==> src/rtl/alu_share_arbiter.sv <==
// One ALU shared by two requesters with a single registered result slot.
// Contention policy: fixed priority to port 0 by default; define ALU_ARB_ROUND_ROBIN_EN for alternation.
module alu #(
  parameter int unsigned DATA_WIDTH = 32
) (
  input  logic [3:0]            i_aluop,
  input  logic [DATA_WIDTH-1:0] i_a,
  input  logic [DATA_WIDTH-1:0] i_b,
  output logic [DATA_WIDTH-1:0] o_out,
  output logic                  o_is_zero
);
  localparam int unsigned SHW = (DATA_WIDTH > 1) ? $clog2(DATA_WIDTH) : 1;

  typedef enum logic [3:0] {
    OP_ADD  = 4'd0,
    OP_SUB  = 4'd1,
    OP_SLL  = 4'd2,
    OP_SRL  = 4'd3,
    OP_SRA  = 4'd4,
    OP_AND  = 4'd5,
    OP_OR   = 4'd6,
    OP_XOR  = 4'd7,
    OP_SLT  = 4'd8,
    OP_SLTU = 4'd9
  } aluop_e;

  logic [SHW-1:0] w_shamt;
  assign w_shamt = i_b[SHW-1:0];

  always_comb begin
    o_out = '0;
    case (i_aluop)
      OP_ADD:  o_out = i_a + i_b;
      OP_SUB:  o_out = i_a - i_b;
      OP_SLL:  o_out = i_a << w_shamt;
      OP_SRL:  o_out = i_a >> w_shamt;
      OP_SRA:  o_out = DATA_WIDTH'($signed(i_a) >>> w_shamt);
      OP_AND:  o_out = i_a & i_b;
      OP_OR:   o_out = i_a | i_b;
      OP_XOR:  o_out = i_a ^ i_b;
      OP_SLT:  o_out = DATA_WIDTH'($signed(i_a) < $signed(i_b));
      OP_SLTU: o_out = DATA_WIDTH'(i_a < i_b);
      default: o_out = '0;
    endcase
  end

  assign o_is_zero = (o_out == '0);
endmodule

module alu_share_arbiter #(
  parameter int unsigned DATA_WIDTH = 32
) (
  input  logic                  clk,
  input  logic                  rst_n,
  input  logic                  req0_valid,
  output logic                  req0_ready,
  input  logic [3:0]            req0_aluop,
  input  logic [DATA_WIDTH-1:0] req0_a,
  input  logic [DATA_WIDTH-1:0] req0_b,
  input  logic                  req1_valid,
  output logic                  req1_ready,
  input  logic [3:0]            req1_aluop,
  input  logic [DATA_WIDTH-1:0] req1_a,
  input  logic [DATA_WIDTH-1:0] req1_b,
  output logic                  rsp_valid,
  input  logic                  rsp_ready,
  output logic                  rsp_port,
  output logic [DATA_WIDTH-1:0] rsp_result,
  output logic                  rsp_is_zero
);
  logic                  r_rsp_valid;
  logic                  r_rsp_port;
  logic [DATA_WIDTH-1:0] r_rsp_result;
  logic                  r_rsp_is_zero;
  logic                  r_last_grant;

  logic                  w_slot_free;
  logic                  w_contend_pick;
  logic                  w_gnt0;
  logic                  w_gnt1;
  logic                  w_gnt;
  logic                  w_sel;
  logic [3:0]            w_aluop;
  logic [DATA_WIDTH-1:0] w_a;
  logic [DATA_WIDTH-1:0] w_b;
  logic [DATA_WIDTH-1:0] w_alu_out;
  logic                  w_alu_zero;

  assign w_slot_free = !r_rsp_valid || rsp_ready;

`ifdef ALU_ARB_ROUND_ROBIN_EN
  assign w_contend_pick = ~r_last_grant;
`else
  // last_grant is still tracked so both builds share the same state; it never steers here
  assign w_contend_pick = r_last_grant & 1'b0;
`endif

  always_comb begin
    w_gnt0 = 1'b0;
    w_gnt1 = 1'b0;
    if (rst_n && w_slot_free) begin
      if (req0_valid && req1_valid) begin
        w_gnt0 = !w_contend_pick;
        w_gnt1 = w_contend_pick;
      end else begin
        w_gnt0 = req0_valid;
        w_gnt1 = req1_valid;
      end
    end
  end

  assign w_gnt      = w_gnt0 | w_gnt1;
  assign w_sel      = w_gnt1;
  assign req0_ready = w_gnt0;
  assign req1_ready = w_gnt1;

  assign w_aluop = w_sel ? req1_aluop : req0_aluop;
  assign w_a     = w_sel ? req1_a     : req0_a;
  assign w_b     = w_sel ? req1_b     : req0_b;

  alu #(.DATA_WIDTH(DATA_WIDTH)) u_alu (
    .i_aluop   (w_aluop),
    .i_a       (w_a),
    .i_b       (w_b),
    .o_out     (w_alu_out),
    .o_is_zero (w_alu_zero)
  );

  always_ff @(posedge clk or negedge rst_n) begin
    if (!rst_n) begin
      r_rsp_valid   <= 1'b0;
      r_rsp_port    <= 1'b0;
      r_rsp_result  <= '0;
      r_rsp_is_zero <= 1'b0;
      r_last_grant  <= 1'b1;
    end else if (w_gnt) begin
      r_rsp_valid   <= 1'b1;
      r_rsp_port    <= w_sel;
      r_rsp_result  <= w_alu_out;
      r_rsp_is_zero <= w_alu_zero;
      r_last_grant  <= w_sel;
    end else if (rsp_ready) begin
      r_rsp_valid   <= 1'b0;
    end
  end

  assign rsp_valid   = r_rsp_valid;
  assign rsp_port    = r_rsp_port;
  assign rsp_result  = r_rsp_result;
  assign rsp_is_zero = r_rsp_is_zero;
endmodule

==> config.mk <==
export PLATFORM = sky130hd
export DESIGN_NAME = alu_share_arbiter
export DESIGN_NICKNAME = d
export VERILOG_FILES = /design/src/rtl/alu_share_arbiter.sv
export SDC_FILE = /design/constraint.sdc
export NUM_CORES = 1
export LEC_CHECK = 0
export CAP_MARGIN = 20
export CORE_ASPECT_RATIO = 2
export CORE_UTILIZATION = 50
export CTS_CLUSTER_SIZE = 24
export DETAILED_ROUTE_END_ITERATION = 10
export PLACE_DENSITY = 0.72
export SLEW_MARGIN = 20
export SYNTH_ARGS = -nofsm -noshare
export SYNTH_HDL_FRONTEND = slang
export SYNTH_HIERARCHICAL = 1
export SYNTH_SLANG_ARGS = --single-unit
==> constraint.sdc <==
create_clock -name clk -period 9.83 [get_ports clk]
set_clock_uncertainty 0.15 [all_clocks]
set_input_delay 2.4575 -clock clk [delete_from_list [all_inputs] [get_ports clk]]
set_output_delay 2.4575 -clock clk [all_outputs]
set_load 0.01 [all_outputs]
==> impl_metrics.ini, run 1 <==
[status]
outcome = complete, no violations

[logic_synthesis]
ys_ff_latch = 35
synthFlopType = dfrtp_1
syn_nets = 1843
syn_area_per_cell_um2 = 7.85
syn_inst = 1602
synth_area_um2 = 12600
ys_types = 88
synth_edf_count = 0
ys_seq_area_frac = 0.0697
synth_warnings = 6
synthArstFlopShare = 1.00

[timing]
finalCritPeriodShare = 0.931
fin_crit_ns = 9.15
setup-tns-final_ns = 0
rsz0062_at_grt = no
max_freq_mhz = 109
worstMarginPinSlew_ns = 1.25
setup_viol = 0
slew_violations = 0
setup_slack_ns = 0.677
final-hold-violation-count = 0
slew_headroom = 0.163

[global_route]
globalRouteOverflowTotal = 0
track_usage = 0.519
grt_pass1_vias = 15100
grt_start_max_net_pins = 94
antenna_found_initial = 4
grt_pass1_wl_um = 98200

[setup_path]
worstSetupStartpointType = input pin
crit_end = rsp_is_zero$_DFFE_PN0P_
rr_worst_depth = 18
rrSetupSlack_ns = 2.93
path_class = input pin to register
cp_max_fo = 46
crit_path_start = rsp_ready
r2r-end = rsp_is_zero$_DFFE_PN0P_
critPathArrivalTime_ns = 9.23
cp.required_ns = 9.91
r2r_start = rsp_valid$_DFFE_PN0P_
endpoint_kind = register

[layout]
fin_nets = 1921
drive_gt1_frac = 0.174
layout_commonest_cell = clkdlybuf4s50_1
most-common-layout-cells = clkdlybuf4s50_1, mux2_2, nor2_1
area_growth_pct = 16.2

[clock_network]
ctsHoldBuffers = 0
cts-root-buf = clkbuf_16
cts_tree = done
post-cts-setup-buffers = 0
ctsResizeCount = 0
worstSkewPairLatency_ns = 0.29
clockBufferDepth = 2
cts_htree_levels = 2
cts.sink_count = 35
clkTransAtPathRegs_ns = 0.06
cts_made_buffers = 5

[pwr]
power_density_nw_per_um2 = 106
p_switching_uw = 787
switching_share = 0.508
vdd_drop_max_uv = 66.9
leakage_nw = 5.91
pwr-share-comb = 0.764
power.share.clock = 0.103
internal_power_uw = 763
power.share.sequential = 0.133

[floorplan]
start_util = 0.512
dieArea_um2 = 25800
io_pins = 178
fp.dieH_um = 226
core_area_um2 = 24500
die_w_um = 114
num_rows = 81

[route]
vias = 15000
ant_nets = 0
wire_per_inst_um = 32.5
vias_per_cell = 7.46
drt-total-wl_um = 65600
drt_iter0_markers = 1731
firstDrtPassIters = 6
drt_drc_violations_left = 0

[worst_hold_path]
hold_class = register to register

[place]
pre_cts_ws_ns = 0.644
hpwl_um = 50500
place.port_buffers = 177
routabilityCongestion = 1.14

[job]
cap_violations = 0
-- power groups by stage --
stage               Combinational (mW)  Clock [mW]  Sequential, mW
detailed placement                1.12           0           0.208
CTS                               1.13       0.161           0.206
finish                            1.18       0.159           0.206
floorplan                        0.669           0           0.227
global placement                  1.12           0           0.206
global route                      1.24       0.171           0.211
-- Yosys cell counts (all sizes together) (13+ instances only) --
| library cell | count | area, um^2 |
|---|---|---|
| a211oi | 26 | 195 |
| a21oi | 111 | 556 |
| a221oi | 14 | 123 |
| a31oi | 20 | 125 |
| and3 | 14 | 88.8 |
| buf | 56 | 354 |
| clkbuf | 92 | 355 |
| dfrtp | 35 | 876 |
| ha | 98 | 1230 |
| inv | 90 | 338 |
| mux2 | 148 | 1670 |
| mux2i | 52 | 521 |
| mux4 | 67 | 1510 |
| nand2 | 119 | 447 |
| nand2b | 22 | 145 |
| nand3 | 27 | 135 |
| nor2 | 137 | 514 |
| nor2b | 19 | 119 |
| nor3 | 38 | 190 |
| nor4 | 21 | 138 |
| o211ai | 21 | 163 |
| o21ai | 96 | 480 |
| o21bai | 13 | 97.6 |
| o22ai | 22 | 138 |
| o31ai | 15 | 113 |
-- sequential cells by signal, indices dropped and copies added (netlist names) --
register and count:
rsp_result 32, rsp_port 1, rsp_valid 1, rsp_is_zero 1
-- per-stage QoR --
stage,hold WS (ns),instances,util,area (um^2),power [mW]
floorplan,0.400,1602,-,12600,0.896
detailed placement,0.341,2004,0.588,14400,1.33
finish,0.350,2016,0.596,14600,1.55
global route,0.368,2013,0.595,14600,1.62
global placement,0.337,2004,0.588,14400,1.32
CTS,0.353,2011,0.594,14600,1.50
-- final cells by class --
class / instances / area, um^2
antenna: 4 / 10.0
clock buffer: 6 / 139
clock inverter: 1 / 5.00
fill: 2308 / 9920
inverter: 92 / 345
multi-input combinational: 1327 / 10700
sequential: 35 / 876
tap: 332 / 415
timing repair buffer: 219 / 2140
-- worst max-delay path, stage by stage --
cell and delay, ns:
clkdlybuf4s50_1 0.46, nand2b_4 0.16, nand4b_4 0.78, buf_4 0.52
mux2_2 0.53, inv_1 0.09, ha_1 0.51, or4_1 0.64
or4_1 0.45, nor3_1 0.15, nand3_1 0.14, a311oi_2 0.36
nor2_1 0.13, o2111ai_1 0.25, nand3_1 0.21, nor4b_1 0.74
nand4_1 0.20, nor4_2 0.26, mux2_2 0.19
-- layer usage --
layer  vias up  global-route usage  part of all wire
li1       6247                   -                 -
met4         4               0.553              0.13
met1      7052               0.494              0.30
met5         -             0.00808           0.00041
met3       535               0.155             0.096
met2      1203               0.845              0.48
-- cell families after synthesis --
group                      Yosys count  share of synthesized area
adders and majority gates          100                      0.101
DFF                                 35                     0.0697
buffers and inverters              240                     0.0839
and+or+nand+nor                    453                      0.174
AOI/OAI and AO/OA                  496                      0.270
xor gates and xnor gates            11                    0.00767
muxes                              267                      0.294
-- how the worst min path moves through the flow --
stage	startpoint	endpoint	slack, ns	cells past startpoint
after floorplan	rsp_result[0]$_DFFE_PN0P_	rsp_result[0]$_DFFE_PN0P_	0.40	1
after global placement	rsp_result[15]$_DFFE_PN0P_	rsp_result[15]$_DFFE_PN0P_	0.34	1
after detailed placement	rsp_result[9]$_DFFE_PN0P_	rsp_result[9]$_DFFE_PN0P_	0.34	1
after CTS	rsp_result[3]$_DFFE_PN0P_	rsp_result[3]$_DFFE_PN0P_	0.35	1
after global routing	rsp_result[27]$_DFFE_PN0P_	rsp_result[27]$_DFFE_PN0P_	0.37	1
final	rsp_result[11]$_DFFE_PN0P_	rsp_result[11]$_DFFE_PN0P_	0.35	1
No activity file was read; power rests on OpenSTA's default activity.
==> run 2, diff against run 1 <==
MAX_ROUTING_LAYER = met4   (was not set)
==> impl_metrics.ini, run 2 <==
[logic_synthesis]
ys_types = 88
yosys-top-cells-count = mux2_2, nor2_1, nand2_1
ys_ff_latch = 35
yosysMostFrequentCell = mux2_2
syn_inst = 1602
synth_edf_count = 0
syn_nets = 1843
synth.area.top_cells = mux2_2, mux4_2, ha_1, dfrtp_1, a21oi_1
synthArstFlopShare = 1.00
synthFlopType = dfrtp_1
synth_area_um2 = 12600
yosysTopAreaCell = mux2_2
synth_top_area_share = 0.132
ys_seq_area_frac = 0.0697
synth_warnings = 6
syn_area_per_cell_um2 = 7.85

[global_route]
grt_start_max_net_pins = 94
grt_pass1_wl_um = 101000
globalRouteOverflowTotal = 2
track_usage = 0.553
grt_pass1_vias = 15900

[place]
place.port_buffers = 177
pre_cts_ws_ns = 0.730
hpwl_um = 50500
routabilityCongestion = 1.15
place_area_um2 = 14400

[clock_network]
clockBufferDepth = 2
ctsResizeCount = 0
ctsHoldBuffers = 0
cts_made_buffers = 5
cts.sink_count = 35
cts_htree_levels = 2
post-cts-setup-buffers = 0
cts-root-buf = clkbuf_16

[floorplan]
io_pins = 178
die_w_um = 114
start_util = 0.512
num_rows = 81
fp.dieH_um = 226

[status]
outcome = did not finish
haltStage = global routing (5_1_grt)
error = [ERROR GRT-0116] Global routing finished with congestion. Check the congestion regions in the DRC Viewer.
-- run 2: cell counts after synthesis --
No cell type changed its count.
-- run 2: metrics by stage --
step                      instances   util
after floorplan                1602      -
after global placement         1999  0.586
after detailed placement       1999  0.586
after CTS                      2006  0.592
-- run 2: cells by family after synthesis --
logic type / Yosys count / synth area share
xor gates and xnor gates: 11 / 0.00767
and+or+nand+nor: 453 / 0.174
AOI/OAI and AO/OA: 496 / 0.270
buffers and inverters: 240 / 0.0839
adders and majority gates: 100 / 0.101
muxes: 267 / 0.294
DFF: 35 / 0.0697
-- run 2: layer usage --
layer	GRT overflow	global-route usage
met1	0	0.512
met2	2	0.832
met3	0	0.209
met4	0	0.597
met5	-	-
==> run 3, diff against run 2 <==
CORE_ASPECT_RATIO = not set   (was 2)
CORE_UTILIZATION = 35   (was 50)
CTS_CLUSTER_SIZE = not set   (was 24)
MAX_ROUTING_LAYER = not set   (was met4)
PLACE_DENSITY = not set   (was 0.72)
PLACE_DENSITY_LB_ADDON = 0.15   (was not set)
==> impl_metrics.ini, run 3 (synthesis gave the netlist of run 1 again) <==
[status]
outcome = complete, no violations

[global_route]
grt_pass1_wl_um = 91100
grt_pass1_vias = 13300
antenna_found_initial = 3
grt_start_max_net_pins = 77
globalRouteOverflowTotal = 0
track_usage = 0.337

[setup_path]
cp.required_ns = 9.91
worstSetupStartpointType = input pin
endpoint_kind = register
cpMaxStageDelayCell = or4_1
worst-path-buf-inv = 3
critPathArrivalTime_ns = 9.02
cp_max_fo = 26
r2r_start = rsp_valid$_DFFE_PN0P_
critPathTopFamily = simple AND/OR/NAND/NOR gates
r2r-end = rsp_is_zero$_DFFE_PN0P_
path_class = input pin to register
rrSetupSlack_ns = 3.15
crit_chain = clkdlybuf4s50_1, nand2b_4, nand4b_4, buf_4, mux2_2, inv_1, ha_1, or4_1, or4_1, nor3_1, nand3_1, a311oi_2, nor2_1, o2111ai_1, nand3_1, nor4b_1, nand4_1, nor4_2, mux2_2
rr_worst_depth = 18
max_stage_delay_ns = 0.65

[place]
dp.cells = 2130
pre_cts_ws_ns = 0.587
place.port_buffers = 177
hpwl_um = 48300
place_area_um2 = 14500
routabilityCongestion = 0.987

[pwr]
internal_power_uw = 787
power.share.sequential = 0.134
leakage_nw = 5.90
p_switching_uw = 755
power.share.clock = 0.123
design_power_total_mw = 1.54
pwr-share-comb = 0.743
vdd_drop_max_uv = 89.6
power_density_nw_per_um2 = 105
switching_share = 0.490

[route]
ant_nets = 0
vias = 14400
drt-total-wl_um = 63000
firstDrtPassIters = 6
vias_per_cell = 6.73
drt_iter0_markers = 2060
drt_drc_violations_left = 0
wire_per_inst_um = 29.4

[timing]
setup_slack_ns = 0.892
fin_crit_ns = 8.94
worstMarginPinSlew_ns = 0.967
slew_violations = 0
setup-tns-final_ns = 0
fin_hold_ws_ns = 0.353
rsz0062_at_grt = no
finalCritPeriodShare = 0.909
setup_viol = 0
final-hold-violation-count = 0
max_freq_mhz = 112
slew_headroom = 0.353

[layout]
largest_reg_flops = 32
stdcell_count = 2141
layout_commonest_cell = clkdlybuf4s50_1
most-common-layout-cells = clkdlybuf4s50_1, mux2_2, nor2_1
post-route-util = 0.416
stdcell_area_um2 = 14800
fin_nets = 1918
drive_gt1_frac = 0.172
area_growth_pct = 17.4

[clock_network]
post-cts-setup-buffers = 0
cts-root-buf = clkbuf_16
clockBufferDepth = 2
cts_tree = done
worstSkewPairLatency_ns = 0.28
clkTransAtPathRegs_ns = 0.06
cts.sink_count = 35
cts_made_buffers = 5
ctsHoldBuffers = 0
ctsResizeCount = 0
cts_htree_levels = 2

[floorplan]
num_rows = 69
die_w_um = 191
core_area_um2 = 35500
start_util = 0.354
dieArea_um2 = 36700
io_pins = 178
fp.dieH_um = 191

[worst_hold_path]
hold_class = register to register
holdPathStages = 1
min_to = rsp_result[10]$_DFFE_PN0P_
min_from = rsp_result[10]$_DFFE_PN0P_

[job]
cap_violations = 0
[run 3: how the worst max path moves through the flow]
| stage | from | endpoint | slack, ns | cells past startpoint |
|---|---|---|---|---|
| 3_3_place_gp | rsp_ready | rsp_is_zero$_DFFE_PN0P_ | 0.61 | 19 |
| 6_report | rsp_ready | rsp_is_zero$_DFFE_PN0P_ | 0.89 | 19 |
| 3_5_place_dp | rsp_ready | rsp_is_zero$_DFFE_PN0P_ | 0.59 | 19 |
| 2_1_floorplan | rsp_ready | rsp_is_zero$_DFFE_PN0P_ | 2.32 | 22 |
| 5_1_grt | rsp_ready | rsp_is_zero$_DFFE_PN0P_ | 0.52 | 19 |
| 4_1_cts | rsp_ready | rsp_is_zero$_DFFE_PN0P_ | 0.84 | 19 |
[run 3: worst reg2reg max path, cell delays in order, from the launching register on]
cell	delay (ns)
dfrtp_1	0.41
nand2b_4	0.12
nand4b_4	0.52
buf_4	0.49
mux2_2	0.53
inv_1	0.09
ha_1	0.55
or4_1	0.65
or4_1	0.46
nor3_1	0.16
nand3_1	0.19
a311oi_2	0.37
nor2_1	0.14
o2111ai_1	0.36
nand3_1	0.25
nor4b_1	0.52
nand4_1	0.23
nor4_2	0.24
mux2_2	0.18
[run 3: area by class of cell]
type | instances | area [um^2]
Multi-Input combinational cell | 1327 | 10700
Clock inverter | 2 | 35.0
Fill cell | 3685 | 20700
Clock buffer | 6 | 139
Tap cell | 461 | 577
Timing Repair Buffer | 216 | 2100
Antenna cell | 2 | 5.00
Sequential cell | 35 | 876
Inverter | 92 | 345
[run 3: routing by layer]
layer,up-vias,GRT usage,share of wire
met1,7018,0.469,0.42
met4,0,0.154,0.053
met5,-,0,0
met2,1011,0.507,0.43
met3,152,0.0512,0.097
li1,6231,-,-
[run 3: power groups by stage]
stage	clock network, mW	logic [mW]	registers [mW]
floorplan	0	0.669	0.227
global placement	0	1.12	0.209
detailed placement	0	1.11	0.209
CTS	0.192	1.12	0.208
global route	0.198	1.21	0.213
finish	0.189	1.15	0.207
==> run 4, diff against run 3 <==
SKIP_CTS_REPAIR_TIMING = 1   (was not set)
==> results of run 4 <==
Same layout as run 3: the final DEF is identical, and so are final timing and power.
